`src/rtl/sum_pkg.sv`:
```
// Shared types and constants for the nibble-serial adder.
// Holds the nibble width and the controller FSM state encoding.
package sum_pkg;

  localparam int NIBBLE_W = 4;

  typedef enum logic [1:0] {
    IDLE = 2'd0,
    RUN  = 2'd1,
    DONE = 2'd2
  } state_t;

  function automatic int cnt_width(input int nibbles);
    return $clog2(nibbles) + 1;
  endfunction

endpackage

```
`src/rtl/nibble_add4.sv`:
```
// Combinational 4-bit adder with carry in/out.
// Ports: x, y (addends), ci (carry in), s (sum), co (carry out).
module nibble_add4
  import sum_pkg::*;
(
  input  logic [NIBBLE_W-1:0] x,
  input  logic [NIBBLE_W-1:0] y,
  input  logic                ci,
  output logic [NIBBLE_W-1:0] s,
  output logic                co
);

  logic [NIBBLE_W:0] t;

  assign t  = {1'b0, x} + {1'b0, y} + {{NIBBLE_W{1'b0}}, ci};
  assign s  = t[NIBBLE_W-1:0];
  assign co = t[NIBBLE_W];

endmodule

```
`src/rtl/sum_serial_ctrl.sv`:
```
// Nibble-serial adder: one 4-bit adder summing W-bit operands LSB first.
// Ports: clk, rst_n, in_valid/in_ready/a/b, out_valid/out_ready/sum/cout, busy.
module sum_serial_ctrl
  import sum_pkg::*;
#(
  parameter int NIBBLES = 4
) (
  input  logic                        clk,
  input  logic                        rst_n,
  input  logic                        in_valid,
  output logic                        in_ready,
  input  logic [NIBBLE_W*NIBBLES-1:0] a,
  input  logic [NIBBLE_W*NIBBLES-1:0] b,
  output logic                        out_valid,
  input  logic                        out_ready,
  output logic [NIBBLE_W*NIBBLES-1:0] sum,
  output logic                        cout,
  output logic                        busy
);

  localparam int W  = NIBBLE_W * NIBBLES;
  localparam int CW = cnt_width(NIBBLES);
  localparam logic [CW-1:0] LAST = CW'(NIBBLES - 1);

  state_t               state;
  logic [W-1:0]         a_sh;
  logic [W-1:0]         b_sh;
  logic [W-1:0]         res;
  logic                 carry;
  logic [CW-1:0]        cnt;
  logic [NIBBLE_W-1:0]  nib;
  logic                 nco;
  logic [W-1:0]         res_nx;

  nibble_add4 u_add (
    .x  (a_sh[NIBBLE_W-1:0]),
    .y  (b_sh[NIBBLE_W-1:0]),
    .ci (carry),
    .s  (nib),
    .co (nco)
  );

  // New nibble enters at the top; after NIBBLES steps
  // the LSB nibble has reached bit 0.
  assign res_nx = (res >> NIBBLE_W)
                | (W'(nib) << (W - NIBBLE_W));

  assign sum = res;

  always_ff @(posedge clk or negedge rst_n) begin
    if (!rst_n) begin
      state     <= IDLE;
      a_sh      <= '0;
      b_sh      <= '0;
      res       <= '0;
      carry     <= 1'b0;
      cnt       <= '0;
      cout      <= 1'b0;
      in_ready  <= 1'b0;
      out_valid <= 1'b0;
      busy      <= 1'b0;
    end else begin
      case (state)
        IDLE: begin
          in_ready <= 1'b1;
          if (in_valid && in_ready) begin
            a_sh     <= a;
            b_sh     <= b;
            carry    <= 1'b0;
            cnt      <= '0;
            cout     <= 1'b0;
            in_ready <= 1'b0;
            busy     <= 1'b1;
            state    <= RUN;
          end
        end
        RUN: begin
          a_sh  <= a_sh >> NIBBLE_W;
          b_sh  <= b_sh >> NIBBLE_W;
          res   <= res_nx;
          carry <= nco;
          if (cnt == LAST) begin
            cout      <= nco;
            out_valid <= 1'b1;
            state     <= DONE;
          end else begin
            cnt <= cnt + CW'(1);
          end
        end
        DONE: begin
          if (out_ready) begin
            out_valid <= 1'b0;
            busy      <= 1'b0;
            in_ready  <= 1'b1;
            state     <= IDLE;
          end
        end
        default: begin
          in_ready  <= 1'b0;
          out_valid <= 1'b0;
          busy      <= 1'b0;
          state     <= IDLE;
        end
      endcase
    end
  end

endmodule

```
`config.mk`:
```
export PLATFORM = sky130hd
export DESIGN_NAME = sum_serial_ctrl
export DESIGN_NICKNAME = d
export VERILOG_FILES = /design/src/rtl/sum_pkg.sv /design/src/rtl/nibble_add4.sv /design/src/rtl/sum_serial_ctrl.sv
export SDC_FILE = /design/constraint.sdc
export NUM_CORES = 1
export LEC_CHECK = 0
export CORE_MARGIN = 5
export CORE_UTILIZATION = 46
export CTS_CLUSTER_DIAMETER = 40
export DETAILED_ROUTE_END_ITERATION = 6
export PLACE_DENSITY = 0.87
export SYNTH_ARGS = -nofsm -noshare
export SYNTH_HDL_FRONTEND = slang
export SYNTH_HIERARCHICAL = 1
export SYNTH_SLANG_ARGS = --single-unit
```
`constraint.sdc`:
```
create_clock -name clk -period 1.8 [get_ports clk]
set_clock_uncertainty 0.05 [all_clocks]
set_input_delay 0.54 -clock clk [delete_from_list [all_inputs] [get_ports clk]]
set_output_delay 0.54 -clock clk [all_outputs]
set_load 0.005 [all_outputs]
```
* After elaboration in Yosys (flattened, before gate mapping)
Index checks and enable logic that the tools add are counted.
** Storage, ports and cells
- Flip-flop bits (word level) :: 58
- Input bits :: 36
- Output and inout bits :: 20
- Word-level logic and storage cells :: 56
** Operators by class
- $add $sub $neg :: 3
- Equal/unequal tests :: 7
- Mux-type cells :: 23
- Bitwise gates (word level) :: 3
- Reductions and logical operators :: 10
** Operators with widths (count)
- 16-bit case mux with 2 select lines :: 2
- 16-bit two-way mux :: 2
- 12-bit by 16-bit bitwise OR with 16-bit output :: 1
- 3-bit AND reduction :: 5
- 1-bit case mux with 3 select lines :: 3
- 2-bit != test, second input constant :: 4
- 1-bit two-way mux :: 7
- 2-bit two-way mux :: 3
- 3-bit two-way mux :: 2
- 2-bit case mux with 3 select lines :: 1
- 3-bit case mux with 2 select lines :: 1
- 4-bit by 4-bit adder with 5-bit output :: 1
- 5-bit by 1-bit adder with 5-bit output :: 1
- 1-bit case mux with 2 select lines :: 2
- 2-bit AND reduction :: 2
- 3-bit by 1-bit adder with 3-bit output, second input constant :: 1
- 3-bit by 2-bit equality test with 1-bit output, second input constant :: 1
- 2-bit by 1-bit equality test with 1-bit output, second input constant :: 1
- 2-bit equality test, second input constant :: 1
- 2-bit logical NOT :: 1
- 1-bit inverter :: 2
- 2-bit nonzero test :: 1
- 1-bit logical AND :: 1

* Depth between registers and ports, before layout
- Depth in word-level cells :: 4
- Gate-level depth with buffers :: 7
- Mapped depth without buffers :: 7

* By module
The synthesis kept the hierarchy.
** Modules (own cells, without submodules)
- sum_serial_ctrl :: instances 1, cells each 201, area each 2577.5 um^2, sequential area each 1451.4 um^2
- nibble_add4 :: instances 1, cells each 16, area each 143.9 um^2, sequential area each 0.0 um^2

* Worst setup path before layout
No wires, ideal clock.
- Kind :: register to register
- Start point :: reg b_sh[0]
- End point :: reg cout
- Library setup time :: 0.122 ns
- Arrival :: 1.545 ns
- Data required time :: 1.628 ns
- Slack :: 0.083 ns
- Cell stages (with the launch flop) :: 8
- Buffers on the path :: 0
- Period minus slack after synthesis :: 1.717 ns
- Path through :: dfrtp_1 fa_1 inv_1 fa_1 nor2b_1 o21ai_0 nand2b_1 a32o_1
** Between the ends
- Cells in the longest elaborated chain, start to end :: 4
** RTL lines
- start: declaration :: line sum_serial_ctrl.sv:27 : logic [W-1:0] b_sh;
- start signal: assignment :: line sum_serial_ctrl.sv:79 : b_sh <= b_sh >> NIBBLE_W;
- 4-bit by 4-bit adder with 5-bit output :: line nibble_add4.sv:15 : assign t = {1'b0, x} + {1'b0, y} + {{NIBBLE_W{1'b0}}, ci};
- 5-bit by 1-bit adder with 5-bit output :: line nibble_add4.sv:15
- net nco :: line sum_serial_ctrl.sv:32 : logic nco;
- 1-bit two-way mux :: line sum_serial_ctrl.sv:82 : if (cnt == LAST) begin
- 1-bit case mux with 2 select lines :: line sum_serial_ctrl.sv:63 : case (state)
- end signal: assignment :: line sum_serial_ctrl.sv:83 : cout <= nco;
- end: declaration :: line sum_serial_ctrl.sv:17 : output logic cout,
The timed path passes the listed nets, and every way through them passes these cells. The select of a mux whose other input is x is not followed.
A chain may end at the register's enable or synchronous reset.

* Final worst setup path
- Start point :: reg res[9], in the netlist sum[9]
- End point :: out sum[9]
** RTL lines
- start: declaration :: line sum_serial_ctrl.sv:28 : logic [W-1:0] res;
- start signal: assignment :: line sum_serial_ctrl.sv:80 : res <= res_nx;
- end: declaration :: line sum_serial_ctrl.sv:16 : output logic [NIBBLE_W*NIBBLES-1:0] sum,
No word-level cell between the ends.

==> flow_summary.json <==
{
  "grt_max_degree": 59,
  "dp_cells": 341,
  "pwr-share-comb": 0.501,
  "grt_pass1_wl_microns": 9690,
  "cts_hold_buf": 0,
  "root_buffer": "clkbuf_8",
  "overflow": 0,
  "cts_made_buffers": 9,
  "diodes": 0,
  "p_total_mw": 6.65,
  "p_sw_mw": 2.31,
  "start_kind": "flip-flop",
  "crit_fanout": 2,
  "avgSynthCellArea_sq_um": 12.5,
  "critPathBufInv": 1,
  "dpl_cell_area_sq_mm": 0.00330,
  "synth_top_flop_cell": "dfrtp_1",
  "rows": 28,
  "critPathKind": "reg2out",
  "fin_cells": 373,
  "fin_crit_sh": 0.977,
  "critPathMaxStageDelay_ns": 0.50,
  "ys_seq_area_frac": 0.533,
  "tightest_slew_ns": 0.342,
  "syn_area_sq_mm": 0.00272,
  "post-synth-top-count-cell": "dfrtp_1",
  "ys_warn_count": 6,
  "grtUsageTotal": 0.166,
  "crit_family": "buffers and inverters",
  "leakage_nw": 1.75,
  "status": "completed",
  "vias": 1923,
  "yosysTopAreaCell": "dfrtp_1",
  "synth-edff-count": 0,
  "grt_setup_unrepaired": "true",
  "swShare": 0.347,
  "htreeDepth": 3,
  "drt_wl_total_microns": 5690,
  "antenna_found_initial": 0,
  "initial_core_util": 0.465,
  "clockBufferDepth": 2,
  "drv_slew": 0,
  "layout-drive-gt1-share": 0.221,
  "synthCells": 217,
  "wl_per_cell_microns": 15.2,
  "die_x_microns": 86.9,
  "ys_top_cells_by_area": "dfrtp_1 (53%), mux2i_1 (8.8%), o21ai_0 (5.0%)",
  "p_clk_frac": 0.153,
  "hold_class": "in2async",
  "first_global_vias": 2022,
  "fin_util": 0.618,
  "power.density_mw_per_mm2": 1840,
  "crit_chain": "clkdlybuf4s50_1",
  "relSlewSlack": 0.772,
  "syn_to_final_growth_pct": 32.8,
  "fmaxAchievable_mhz": 569,
  "insertion_delay_ns": 0.33,
  "avgViaCountPerCell": 5.16,
  "yosysUniqueCellTypes": 31,
  "ys_ff_latch": 58,
  "drtAntennaViolNets": 0,
  "clock-sinks": 58,
  "io_buffer_count": 55,
  "vdd_drop_max_uv": 944,
  "syn_nets": 260,
  "yosys.area.top_type_share": 0.533,
  "slowest_stage": "clkdlybuf4s50_1",
  "fin_area_sq_mm": 0.00361,
  "hpwl_microns": 3810,
  "synth_commonest_cells": "dfrtp_1 (58), o21ai_0 (27), mux2i_1 (24), o21ai_1 (24), mux2_2 (12)",
  "finalNetCount": 336,
  "coreArea_sq_mm": 0.00585,
  "place_congestion": 0.824,
  "fin_crit_ns": 1.76,
  "finalSetupViolations": 0,
  "worstPathArrival_ns": 1.17,
  "crit_required_ns": 1.21,
  "dieArea_sq_mm": 0.00755,
  "cts_tree": "done",
  "drv_cap": 0,
  "async_flop_share": 1.00,
  "dr.pass1.iters": 4,
  "drtIter0Drc": 88,
  "end_kind": "output port",
  "path_clk_slew_ns": 0.06,
  "route.detailed.drc": 0,
  "die_h_microns": 86.9,
  "internal-power_mw": 4.34,
  "finalHoldViolCount": 0,
  "seq_power_share": 0.346,
  "pin_count": 56
}
-- metrics by stage --
stage,hold WS [ns],setup TNS (ns),worst slack (ns)
detailed placement,0.439,-2.49,-0.152
finish,0.161,0,0.0413
CTS,0.158,0,0.00153
global placement,0.432,-1.19,-0.105
global route,0.177,-0.0706,-0.0614
floorplan,0.194,0,0.0833
-- worst paths after layout --
kind | startpoint | endpoint | slack, ns | cells after the start
worst max-delay path | sum[9] | sum[9] | 0.04 | 1
worst max register to register | b_sh[0] | cout | 0.05 | 7
min in group clk | b_sh[14] | b_sh[14] | 0.45 | 1
worst min register to register | b_sh[14] | b_sh[14] | 0.45 | 1
worst min-delay path | rst_n | sum[11] | 0.16 | 2
max in group asynchronous | rst_n | in_ready | 1.29 | 2
-- layout make-up --
class | count | area (sq um)
inverters | 8 | 30.0
well taps | 75 | 93.8
clock inverters | 3 | 15.0
multi-input cells | 135 | 1090
fillers | 472 | 2240
clock buffers | 13 | 149
flip-flops and latches | 58 | 1450
repair buffers | 81 | 786
-- cell usage in the layout (no fill, tap or decap), types with 2 or more instances in the layout --
cell type        Yosys  final
a21oi_1              2      2
a21oi_2              2      2
a22o_1              11     11
buf_12               0      2
buf_4                0     24
clkbuf_1             3      3
clkbuf_8             0     10
clkdlybuf4s50_1      0     37
clkinv_2             0      3
dfrtp_1             58     57
dlygate4sd2_1        0      6
dlymetal6s2s_1       0     11
fa_2                 0      2
ha_1                 5      5
inv_1                8      7
mux2_2              12     12
mux2_4               5      5
mux2i_1             24     24
nand2_1              3      3
nand2b_1             2      2
nor2_1               3      3
o21ai_0             27     26
o21ai_1             24     25
xnor2_1              2      2
-- timing repair --
item,in CTS,in global routing
buffers inserted,13,3
cloned,0,0
gates resized for setup,8,14
endpoints found under the setup margin,16,14
-- sequential cells by signal, summed over array words and instances (netlist names), 2 cells and up --
register	count
sum	16
state	2
cnt	3
b_sh	16
a_sh	16
-- logic make-up (layout without fill, tap and decap cells) --
kind of cell | count (synthesis) | in the layout | share of synthesized area
AND/OR/NAND/NOR | 14 | 14 | 0.0345
XOR/XNOR | 2 | 2 | 0.00644
multiplexers | 41 | 41 | 0.166
adder cells (fa/ha/maj) | 7 | 7 | 0.0377
flip-flops | 58 | 58 | 0.533
buffers and inverters | 24 | 105 | 0.0685
AO/OA/AOI/OAI | 71 | 71 | 0.154
-- power groups by stage --
stage | clock, mW | combinational (mW) | sequential, mW
6_report | 1.02 | 3.33 | 2.30
5_1_grt | 1.11 | 3.70 | 2.38
4_1_cts | 1.04 | 3.35 | 2.31
3_5_place_dp | 0 | 3.12 | 2.37
3_3_place_gp | 0 | 2.99 | 2.33
2_1_floorplan | 0 | 2.39 | 2.26
-- layer usage --
layer / up-vias / wire, microns / GRT usage
met5: - / 0 / 0
met1: 929 / 2480 / 0.217
li1: 933 / - / -
met3: 13 / 313 / 0.0388
met4: 0 / 131 / 0.0878
met2: 48 / 2760 / 0.257
(Power assumes the default switching activity.)
